===== src/rtl/video_timing_pkg.sv =====
// Shared timing types and helpers for the raster timing generator.
// The optional colour-bar generator is enabled with TEST_PATTERN_EN.
package video_timing_pkg;

  typedef struct packed {
    int hdisp;
    int hfp;
    int hpulse;
    int hbp;
    int vdisp;
    int vfp;
    int vpulse;
    int vbp;
  } timing_t;

  function automatic int htotal(input timing_t t);
    return t.hdisp + t.hfp + t.hpulse + t.hbp;
  endfunction

  function automatic int vtotal(input timing_t t);
    return t.vdisp + t.vfp + t.vpulse + t.vbp;
  endfunction

  // Counter width that never collapses to zero bits for tiny sizes
  function automatic int clogb(input int n);
    return (n > 1) ? $clog2(n) : 1;
  endfunction

  // Colour bars left to right: white, yellow, cyan, green, magenta, red, blue, black
  localparam logic [23:0] BAR_RGB [8] = '{
    24'hFFFFFF, 24'hFFFF00, 24'h00FFFF, 24'h00FF00,
    24'hFF00FF, 24'hFF0000, 24'h0000FF, 24'h000000
  };

endpackage


===== src/rtl/video_timing_gen_raster_counter.sv =====
// Horizontal/vertical raster position counter with a configurable start point.
module raster_counter #(
  parameter int HTOTAL = 8,
  parameter int VTOTAL = 5,
  parameter int HW     = 3,
  parameter int VW     = 3,
  parameter int H0     = 0,
  parameter int V0     = 0
) (
  input  logic          clk,
  input  logic          rst,
  output logic [HW-1:0] hc,
  output logic [VW-1:0] vc
);

  localparam logic [HW-1:0] HLAST = HW'(HTOTAL - 1);
  localparam logic [VW-1:0] VLAST = VW'(VTOTAL - 1);

  // hc steps every cycle; vc steps on each hc wrap
  always_ff @(posedge clk) begin
    if (rst) begin
      hc <= HW'(H0);
      vc <= VW'(V0);
    end else if (hc == HLAST) begin
      hc <= '0;
      vc <= (vc == VLAST) ? '0 : vc + 1'b1;
    end else begin
      hc <= hc + 1'b1;
    end
  end

endmodule


===== src/rtl/video_timing_gen.sv =====
// Raster timing generator: sync/DE/coordinates plus a look-ahead fetch stream
// running LEAD cycles ahead. Optional colour bars under TEST_PATTERN_EN.
module video_timing_gen
  import video_timing_pkg::*;
#(
  parameter int HDISP  = 800,
  parameter int VDISP  = 480,
  parameter int HFP    = 40,
  parameter int HPULSE = 48,
  parameter int HBP    = 40,
  parameter int VFP    = 13,
  parameter int VPULSE = 3,
  parameter int VBP    = 29,
  parameter int HS_POL = 0,
  parameter int VS_POL = 0,
  parameter int LEAD   = 4,
  parameter int FCW    = 16,
  localparam timing_t TP = '{hdisp: HDISP, hfp: HFP, hpulse: HPULSE, hbp: HBP,
                             vdisp: VDISP, vfp: VFP, vpulse: VPULSE, vbp: VBP},
  localparam int HTOTAL = htotal(TP),
  localparam int VTOTAL = vtotal(TP),
  localparam int HW  = clogb(HTOTAL),
  localparam int VW  = clogb(VTOTAL),
  localparam int FXW = clogb(HDISP),
  localparam int FYW = clogb(VDISP)
) (
  input  logic           pixel_clk,
  input  logic           pixel_rst,
  output logic           vid_hs,
  output logic           vid_vs,
  output logic           vid_de,
  output logic [HW-1:0]  vid_x,
  output logic [VW-1:0]  vid_y,
  output logic           vid_sof,
  output logic           vid_eol,
  output logic           fetch_req,
  output logic [FXW-1:0] fetch_x,
  output logic [FYW-1:0] fetch_y,
  output logic [FCW-1:0] frame_cnt
`ifdef TEST_PATTERN_EN
  ,
  output logic [7:0]     vid_r,
  output logic [7:0]     vid_g,
  output logic [7:0]     vid_b
`endif
);

  if (LEAD < 1 || LEAD >= HTOTAL) begin : g_bad_lead
    $error("video_timing_gen: LEAD must be in 1..HTOTAL-1");
  end
  if (HDISP < 1 || VDISP < 1) begin : g_bad_disp
    $error("video_timing_gen: HDISP and VDISP must be non-zero");
  end

  // Sync band end is inclusive so HBP=0 still fits in the counter width
  localparam logic [HW-1:0] H_DISP = HW'(HDISP);
  localparam logic [HW-1:0] H_EOL  = HW'(HDISP - 1);
  localparam logic [HW-1:0] H_SS   = HW'(HDISP + HFP);
  localparam logic [HW-1:0] H_SE   = HW'(HDISP + HFP + HPULSE - 1);
  localparam logic [VW-1:0] V_DISP = VW'(VDISP);
  localparam logic [VW-1:0] V_SS   = VW'(VDISP + VFP);
  localparam logic [VW-1:0] V_SE   = VW'(VDISP + VFP + VPULSE - 1);
  localparam logic HS_ACT = (HS_POL != 0);
  localparam logic VS_ACT = (VS_POL != 0);

  logic [HW-1:0] hc, fhc;
  logic [VW-1:0] vc, fvc;
  logic          sof_seen;

  raster_counter #(.HTOTAL(HTOTAL), .VTOTAL(VTOTAL), .HW(HW), .VW(VW),
                   .H0(0), .V0(0)) u_disp (
    .clk(pixel_clk), .rst(pixel_rst), .hc(hc), .vc(vc)
  );

  // LEAD < HTOTAL, so the fetch start point is still on line 0
  raster_counter #(.HTOTAL(HTOTAL), .VTOTAL(VTOTAL), .HW(HW), .VW(VW),
                   .H0(LEAD), .V0(0)) u_fetch (
    .clk(pixel_clk), .rst(pixel_rst), .hc(fhc), .vc(fvc)
  );

  // Register all timing outputs one cycle behind the counters
  always_ff @(posedge pixel_clk) begin
    if (pixel_rst) begin
      vid_hs    <= ~HS_ACT;
      vid_vs    <= ~VS_ACT;
      vid_de    <= 1'b0;
      vid_x     <= '0;
      vid_y     <= '0;
      vid_sof   <= 1'b0;
      vid_eol   <= 1'b0;
      fetch_req <= 1'b0;
      fetch_x   <= '0;
      fetch_y   <= '0;
      frame_cnt <= '0;
      sof_seen  <= 1'b0;
    end else begin
      vid_hs    <= (hc >= H_SS && hc <= H_SE) ? HS_ACT : ~HS_ACT;
      vid_vs    <= (vc >= V_SS && vc <= V_SE) ? VS_ACT : ~VS_ACT;
      vid_de    <= (hc < H_DISP) && (vc < V_DISP);
      vid_x     <= hc;
      vid_y     <= vc;
      vid_sof   <= (hc == '0) && (vc == '0);
      vid_eol   <= (hc == H_EOL) && (vc < V_DISP);
      fetch_req <= (fhc < H_DISP) && (fvc < V_DISP);
      fetch_x   <= FXW'(fhc);
      fetch_y   <= FYW'(fvc);
      // The first frame after reset is not counted as completed
      if (hc == '0 && vc == '0) begin
        if (sof_seen) frame_cnt <= frame_cnt + 1'b1;
        sof_seen <= 1'b1;
      end
    end
  end

`ifdef TEST_PATTERN_EN
  logic [2:0] bar;

  // Bar index from the column about to be presented
  always_comb begin
    bar = 3'((int'(hc) * 8) / HDISP);
  end

  // Colours registered alongside vid_de, black outside the active area
  always_ff @(posedge pixel_clk) begin
    if (pixel_rst) begin
      {vid_r, vid_g, vid_b} <= '0;
    end else if (hc < H_DISP && vc < V_DISP) begin
      {vid_r, vid_g, vid_b} <= BAR_RGB[bar];
    end else begin
      {vid_r, vid_g, vid_b} <= '0;
    end
  end
`endif

endmodule


===== config.mk =====
export PLATFORM = sky130hd
export DESIGN_NAME = video_timing_gen
export DESIGN_NICKNAME = d
export VERILOG_FILES = /design/src/rtl/video_timing_pkg.sv /design/src/rtl/video_timing_gen_raster_counter.sv /design/src/rtl/video_timing_gen.sv
export SDC_FILE = /design/constraint.sdc
export NUM_CORES = 1
export LEC_CHECK = 0
export ABC_AREA = 1
export CAP_MARGIN = 20
export CORE_MARGIN = 8
export CORE_UTILIZATION = 45
export CTS_BUF_LIST = sky130_fd_sc_hd__clkbuf_4
export DETAILED_ROUTE_END_ITERATION = 8
export HOLD_SLACK_MARGIN = 0.12
export PLACE_DENSITY = 0.71
export SYNTH_ARGS = -nofsm -noshare
export SYNTH_HDL_FRONTEND = slang
export SYNTH_SLANG_ARGS = --single-unit

===== constraint.sdc =====
create_clock -name pixel_clk -period 2.86 [get_ports pixel_clk]
set_input_delay 0.572 -clock pixel_clk [delete_from_list [all_inputs] [get_ports pixel_clk]]
set_output_delay 0.572 -clock pixel_clk [all_outputs]
set_load 0.1 [all_outputs]

Yosys cells after proc, flatten, opt, wreduce, memory -nomap -nowiden. Index checks and enable logic that the tools add are counted.

Add/subtract/negate cells: 5. Multipliers: 0. Div/mod/pow operators: 0. Order comparisons: 8. Eq/ne operators: 5. Shift-type cells: 0. Multiplexer cells: 5. Bitwise gates (word level): 0. Reductions and logical operators: 11.

Operator list (number): $eq A10 B10 Y1 const B (5); $add A10 B1 Y10 const B (4); $logic_not A10 Y1 (2); $lt A10 B10 Y1 const B (2); $lt A10 B9 Y1 const B (2); $mux W10 (2); $add A16 B1 Y16 const B (1); $ge A10 B10 Y1 const B (1); $ge A10 B9 Y1 const B (1); $le A10 B10 Y1 const B (1); $le A10 B9 Y1 const B (1); $logic_and A1 B1 Y1 (6); $reduce_or A2 Y1 (2); $mux W3 (1); $mux W1 (2); $reduce_and A2 Y1 (1).

Register bits: 102. Latch bits: 0. Bits in writable memories: 0. Memory bits (read-only): 0. Input port bits: 2. Output and inout port bits: 61. Word-level logic and storage cells: 51. Memories kept: 0.

Depth between registers and ports, before layout. Gate-level depths: netlist of the first run.

Depth in word-level cells: 3. Depth in mapped cells: 10. Gate-level depth less buffers: 10.

By module. A second synthesis of the first run with hierarchy kept.

Cell total of the unflattened synthesis: 628. Area total of the unflattened synthesis: 4538.1 sq um.

Modules (own cells, without submodules): video_timing_gen (instances 1, cells each 312, area an instance 2377.3 sq um, sequential area each 1241.2 sq um); raster_counter at u_disp (instances 1, cells each 164, area an instance 1111.1 sq um, sequential area each 400.4 sq um); raster_counter at u_fetch (instances 1, cells each 152, area an instance 1049.8 sq um, sequential area each 400.4 sq um).

Least setup slack after synthesis of the first run. OpenSTA, ideal clock, no wires.

Path type: flip-flop to flip-flop. Start point: reg frame_cnt[0]. End point: reg frame_cnt[12]. Setup time: 132 ps. Arrival: 2056 ps. Required time: 2728 ps. Path slack: 672 ps. Cell stages (with the launch flop): 9. Path buffers: 0. Clock period less this slack: 2188 ps. Cells stage by stage: dfxtp_1 -> ha_1 -> nand2_1 -> nor2_1 -> nand3_1 -> nand2_1 -> nand2_1 -> nand3_1 -> a21oi_1.

Longest elaborated chain between the ends: 1.

Ends and longest elaborated chain: start: declaration (RTL line video_timing_gen.sv:39) `output logic [FCW-1:0] frame_cnt`; start signal: assignment (RTL line video_timing_gen.sv:109) `if (sof_seen) frame_cnt <= frame_cnt + 1'b1;`; $add A16 B1 Y16 (RTL line video_timing_gen.sv:109).

No other way between the ends. A chain may end at the register's enable or synchronous reset.

Final worst setup path of the first run.
Start point: reg frame_cnt[0]. End point: out frame_cnt[0].

No word-level cell between the ends.

==> results of run 1 <==
[logic make-up (layout without fill, tap and decap cells)]
kind of cell | Yosys count | count (layout) | synth area share
compound gates | 52 | 52 | 0.0631
xor+xnor | 15 | 15 | 0.0296
simple gates | 333 | 333 | 0.335
fa+ha+maj | 10 | 10 | 0.0282
flops | 102 | 102 | 0.460
buf+inv | 95 | 163 | 0.0840
[power breakdown]
group / switching, mW / internal [mW] / leakage (nW)
clock network: 0.500 / 0.277 / 0.0707
registers: 0.0251 / 1.44 / 0.825
logic: 0.159 / 0.0446 / 1.35
[flip-flops by register name, summed over array words and instances, names as in the netlist, 10 cells and up]
register	cells
vid_y	10
vid_x	10
u_fetch.hc	10
u_disp.vc	10
u_disp.hc	10
u_fetch.vc	10
frame_cnt	16
fetch_x	10
[per-stage QoR]
stage / cells / total power [mW] / worst slack (ns)
3_3_place_gp: 792 / 1.70 / 0.868
5_1_grt: 808 / 2.56 / 0.910
4_1_cts: 808 / 2.47 / 0.985
6_report: 808 / 2.45 / 0.998
2_1_floorplan: 607 / 1.66 / 0.672
3_5_place_dp: 792 / 1.70 / 0.827
[cells in the final DEF (no fill, tap or decap), types with 2 or more instances in the layout]
cell type,n
nor3_1,13
clkbuf_4,9
nor2_4,2
nand3b_1,2
o21ai_0,13
o21bai_1,2
dfxtp_1,102
inv_1,77
xor2_1,15
nand3_1,46
buf_4,63
inv_2,4
o21a_1,3
nor2_2,7
nand2_1,107
nor3b_1,2
nand4_1,15
nand2_2,2
clkinvlp_4,3
nand3_2,3
a21oi_1,31
ha_1,10
nor2_1,128
[per-layer routing]
metal,track usage,up-vias
li1,-,2034
met1,0.199,1780
met2,0.250,92
met3,0.0399,9
met4,0.0508,0
met5,0,-
[cell type report]
class                           count  area share
Sequential cell                   102       0.395
Multi-Input combinational cell    410       0.391
Timing Repair Buffer               64      0.0924
Inverter                           83      0.0607
Tap cell                          133      0.0322
Clock inverter                      7      0.0157
Clock buffer                        9      0.0131
[how the worst max path moves through the flow]
stage / slack [ns] / startpoint / depth (start not counted) / to
global route: 0.91 / u_disp.vc[1]$_SDFFE_PP0N_ / 7 / frame_cnt[5]$_SDFFE_PP0P_
global placement: 0.87 / pixel_rst / 6 / u_fetch.hc[8]$_SDFF_PP0_
floorplan: 0.67 / frame_cnt[0]$_SDFFE_PP0P_ / 8 / frame_cnt[12]$_SDFFE_PP0P_
detailed placement: 0.83 / pixel_rst / 6 / u_fetch.hc[9]$_SDFF_PP0_
CTS: 0.99 / frame_cnt[0]$_SDFFE_PP0P_ / 1 / frame_cnt[0]
finish: 1.0 / frame_cnt[0]$_SDFFE_PP0P_ / 1 / frame_cnt[0]
==> metrics.cfg, run 1 <==
[sta]
setup_violations = 0
hold_viol = 0
slew_violations = 0
fin_crit_ns = 1.86
rsz0062_at_grt = no
fin_hold_ws_ns = 0.478
tns_ns = 0
slew_headroom = 0.583
period_share = 0.651
fmax_mhz = 537
finClkSkew_ns = 0.0115
worstMarginPinSlew_ns = 0.624

[critical_path]
worstPathArrival_ns = 1.29
r2r_cells = 6
reg2reg_slack_ns = 1.13
r2r_start = u_disp.hc[0]$_SDFF_PP0_
worst-path-buf-inv = 1
path_max_fanout = 7
worst_setup_path_start_kind = flip-flop
cpPeakStageDelay_ns = 0.50
critPathCaptureType = primary output
cp.required_ns = 2.29
worstReg2RegEnd = u_disp.vc[1]$_SDFFE_PP0N_
path_class = reg2out
crit_chain = buf_4
cp_top_family = flip-flops
crit_slowest_cell = dfxtp_1

[hold_path]
hold_path.class = reg2reg
hp-start = u_fetch.hc[9]$_SDFF_PP0_
hold_end = fetch_x[9]$_SDFF_PP0_
holdPathStages = 2

[synthesis]
netlist_top_cells_area = dfxtp_1 46%, nor2_1 11%, nand2_1 9.0%
synthDominantCellAreaShare = 0.460
syn_area_sq_um = 4440
synthCells = 607
synth_top_cell_by_area = dfxtp_1
avgSynthCellArea_sq_um = 7.31
ys_ff_latch = 102
synth_nets = 619
synthFlopType = dfxtp_1
synth_edf_count = 0
synth_common_cells = 128 x nor2_1, 107 x nand2_1, 102 x dfxtp_1
post-synth-top-count-cell = nor2_1
yosysUniqueCellTypes = 36
async_flop_share = 0
ys.warnings.count = 0
yosysSeqAreaShare = 0.460

[routing]
route.met3.wl_um = 670
num_vias = 3915
top_layer_used = met4
firstDrtPassIters = 4
drtIter0Drc = 260
drt-vias-per-instance = 4.85
met1Wirelength_mm = 4.78
drt-total-wl_mm = 9.96
wl_met2_mm = 4.40
ant_nets = 0
drc = 0
wl_per_cell_um = 12.3

[global_routing]
antenna_found_initial = 0
grt_pass1_vias = 3707
track_usage = 0.156
grt_max_degree = 25
grt.overflow.total = 0
grt_pass1_wl_mm = 16.9

[power]
pwr_density_cell_nw_per_um2 = 473
peakVddDrop_mv = 0.261
leakage_nw = 2.24

[clock_tree]
clk_pin_slew_worst_paths_ns = 0.15
clock_path_buffers = 2
cts_num_sinks = 102
cts_made_buffers = 9
clk_latency_ns = 0.45
cts_max_level = 3
cts.repair.resized = 0
root_buffer = clkbuf_4
postCtsSetupBuffers = 0
cts_tree = yes
cts_hold_buffers = 0

[die]
fp.dieArea_sq_um = 13300
initial_core_util = 0.458
core_sq_um = 9680
fp.dieW_um = 115
rows = 36
io_pins = 63
die_y_um = 115

[final_layout]
post-route-util = 0.534
fillCellCount = 958
design_area_sq_um = 5170
nets = 682
drive_gt1_frac = 0.154
n_antenna_cell = 0
area.growth.synth_to_final_pct = 16.5
register_area_sq_um = 2040
multi_input_area_sq_um = 2020

[place]
placed_cell_area_sq_um = 5020
portBuffers = 62
gp_congestion = 0.864
hpwl_mm = 7.55

[run_status]
status = complete, no violations

[flow_run]
maxCapViolations = 0

Power figures use the tool's default switching activity.
==> inputs of run 2 (changes only) <==
==> constraint.sdc (replaced) <==
create_clock -name pixel_clk -period 1.85 [get_ports pixel_clk]
set_input_delay 0.37 -clock pixel_clk [delete_from_list [all_inputs] [get_ports pixel_clk]]
set_output_delay 0.37 -clock pixel_clk [all_outputs]
set_load 0.1 [all_outputs]
==> metrics.cfg, run 2 (synthesis results as in run 1) <==
[critical_path]
r2r_start = u_disp.vc[1]$_SDFFE_PP0N_
cp.required_ns = 2.17
worstReg2RegEnd = frame_cnt[14]$_SDFFE_PP0P_
critPathCaptureType = flip-flop
path_class = reg2reg
path_max_fanout = 12
worst_setup_path_start_kind = flip-flop
reg2reg_slack_ns = 0.12
r2r_cells = 8
worstPathArrival_ns = 2.06

[place]
portBuffers = 62
hpwl_mm = 7.83
gp_congestion = 0.886

[hold_path]
hold_end = fetch_y[7]$_SDFF_PP0_
hp-start = pixel_rst
holdPathStages = 3
hold_path.class = in2reg

[final_layout]
regMostFlops = frame_cnt
n_antenna_cell = 0
multi_input_area_sq_um = 2020
register_area_sq_um = 2060
largest_reg_flops = 16
nets = 685
drive_gt1_frac = 0.174
final_common_cell = nor2_1
area.growth.synth_to_final_pct = 26.8
mostFrequentLayoutCells = 128 x nor2_1, 107 x nand2_1, 91 x dfxtp_1, 77 x inv_1, 46 x nand3_1
fillCellCount = 887

[clock_tree]
clk_latency_ns = 0.45
clk_pin_slew_worst_paths_ns = 0.17
cts_max_level = 3
root_buffer = clkbuf_4
cts_num_sinks = 102
clock_path_buffers = 2
cts_hold_buffers = 0
cts_tree = yes
cts_made_buffers = 9

[power]
total_power_mw = 3.72
leakage_nw = 2.38
peakVddDrop_mv = 0.419
pwr_density_cell_nw_per_um2 = 661

[routing]
wl_per_cell_um = 12.8
drt-total-wl_mm = 10.3
drc = 0
num_vias = 4059
drt-vias-per-instance = 5.00
drtIter0Drc = 224
firstDrtPassIters = 5
ant_nets = 0

[die]
die_y_um = 115
core_sq_um = 9680
io_pins = 63
fp.dieW_um = 115
initial_core_util = 0.458
rows = 36
fp.dieArea_sq_um = 13300

[sta]
fin_hold_ws_ns = 0.389
hold_viol = 0
fin_crit_ns = 1.73
slew_headroom = 0.741
fmax_mhz = 577
worstMarginPinSlew_ns = 0.385
slew_violations = 0
setup_violations = 0
finClkSkew_ns = 0.0192
period_share = 0.936

[flow_run]
maxCapViolations = 0

[global_routing]
grt_max_degree = 68
track_usage = 0.159
antenna_found_initial = 0
grt_pass1_vias = 3938
grt.overflow.total = 0
grt_pass1_wl_mm = 17.3

[run_status]
status = complete, no violations

run 2: cell count changes in the layout (fill, tap and decap cells not counted), moves of 3 or more:
| cell | delta |
|---|---|
| dfxtp_2 | +11 |
| dfxtp_1 | -11 |
| buf_12 | +35 |
| clkinvlp_4 | -3 |
| buf_4 | -32 |
run 2: worst max path at each step:
stage	to	slack, ns	cells past startpoint	start
global route	frame_cnt[14]$_SDFFE_PP0P_	-0.01	8	u_disp.vc[1]$_SDFFE_PP0N_
detailed placement	frame_cnt[3]$_SDFFE_PP0P_	0.15	7	u_disp.vc[0]$_SDFFE_PP0N_
finish	frame_cnt[14]$_SDFFE_PP0P_	0.12	8	u_disp.vc[1]$_SDFFE_PP0N_
global placement	u_fetch.vc[2]$_SDFFE_PP0N_	0.21	6	u_fetch.hc[0]$_SDFF_PP0_
floorplan	frame_cnt[12]$_SDFFE_PP0P_	0.06	8	frame_cnt[0]$_SDFFE_PP0P_
CTS	frame_cnt[14]$_SDFFE_PP0P_	0.11	7	u_disp.vc[0]$_SDFFE_PP0N_
run 2: final cells by class:
type,count,share of cell area
flip-flops and latches,102,0.365
clock inverters,7,0.0111
inverters,83,0.0558
well taps,133,0.0296
multi-input cells,410,0.360
repair buffers,67,0.167
clock buffers,9,0.0120
run 2: through the flow:
stage          setup slack (ns)  area [sq um]   util  TNS, ns  std cells
2_1_floorplan            0.0608          4450      -        0        607
3_3_place_gp              0.208          5470  0.565        0        793
3_5_place_dp              0.146          5470  0.565        0        793
4_1_cts                   0.105          5600  0.578        0        809
5_1_grt                 -0.0108          5630  0.581  -0.0108        811
6_report                  0.118          5630  0.581        0        811
run 2: report_power, final:
part,internal [mW],total (mW),switching [mW]
Combinational,0.106,0.368,0.263
Sequential,2.23,2.27,0.0347
Clock,0.309,1.09,0.778
run 2: critical path: stages, from the launching register on:
cell and delay (ns):
dfxtp_1 0.36, inv_1 0.14, ha_1 0.25, nand2_1 0.09, nor3_1 0.31, nand3_2 0.11
buf_4 0.20, nand2_1 0.08, a21oi_1 0.07
run 2: routing by layer:
layer / up-vias / GRT usage / routed length (um) / part of all wire
met5: - / 0 / 0 / 0
met4: 0 / 0.0779 / 210 / 0.020
met3: 21 / 0.0452 / 788 / 0.076
met2: 130 / 0.269 / 4970 / 0.48
met1: 1861 / 0.180 / 4380 / 0.42
li1: 2047 / - / - / -
run 2: repair_timing:
item | in CTS | in global routing
endpoints found under the setup margin | 0 | 16
buffers inserted | 0 | 2
gates resized for setup | 0 | 1
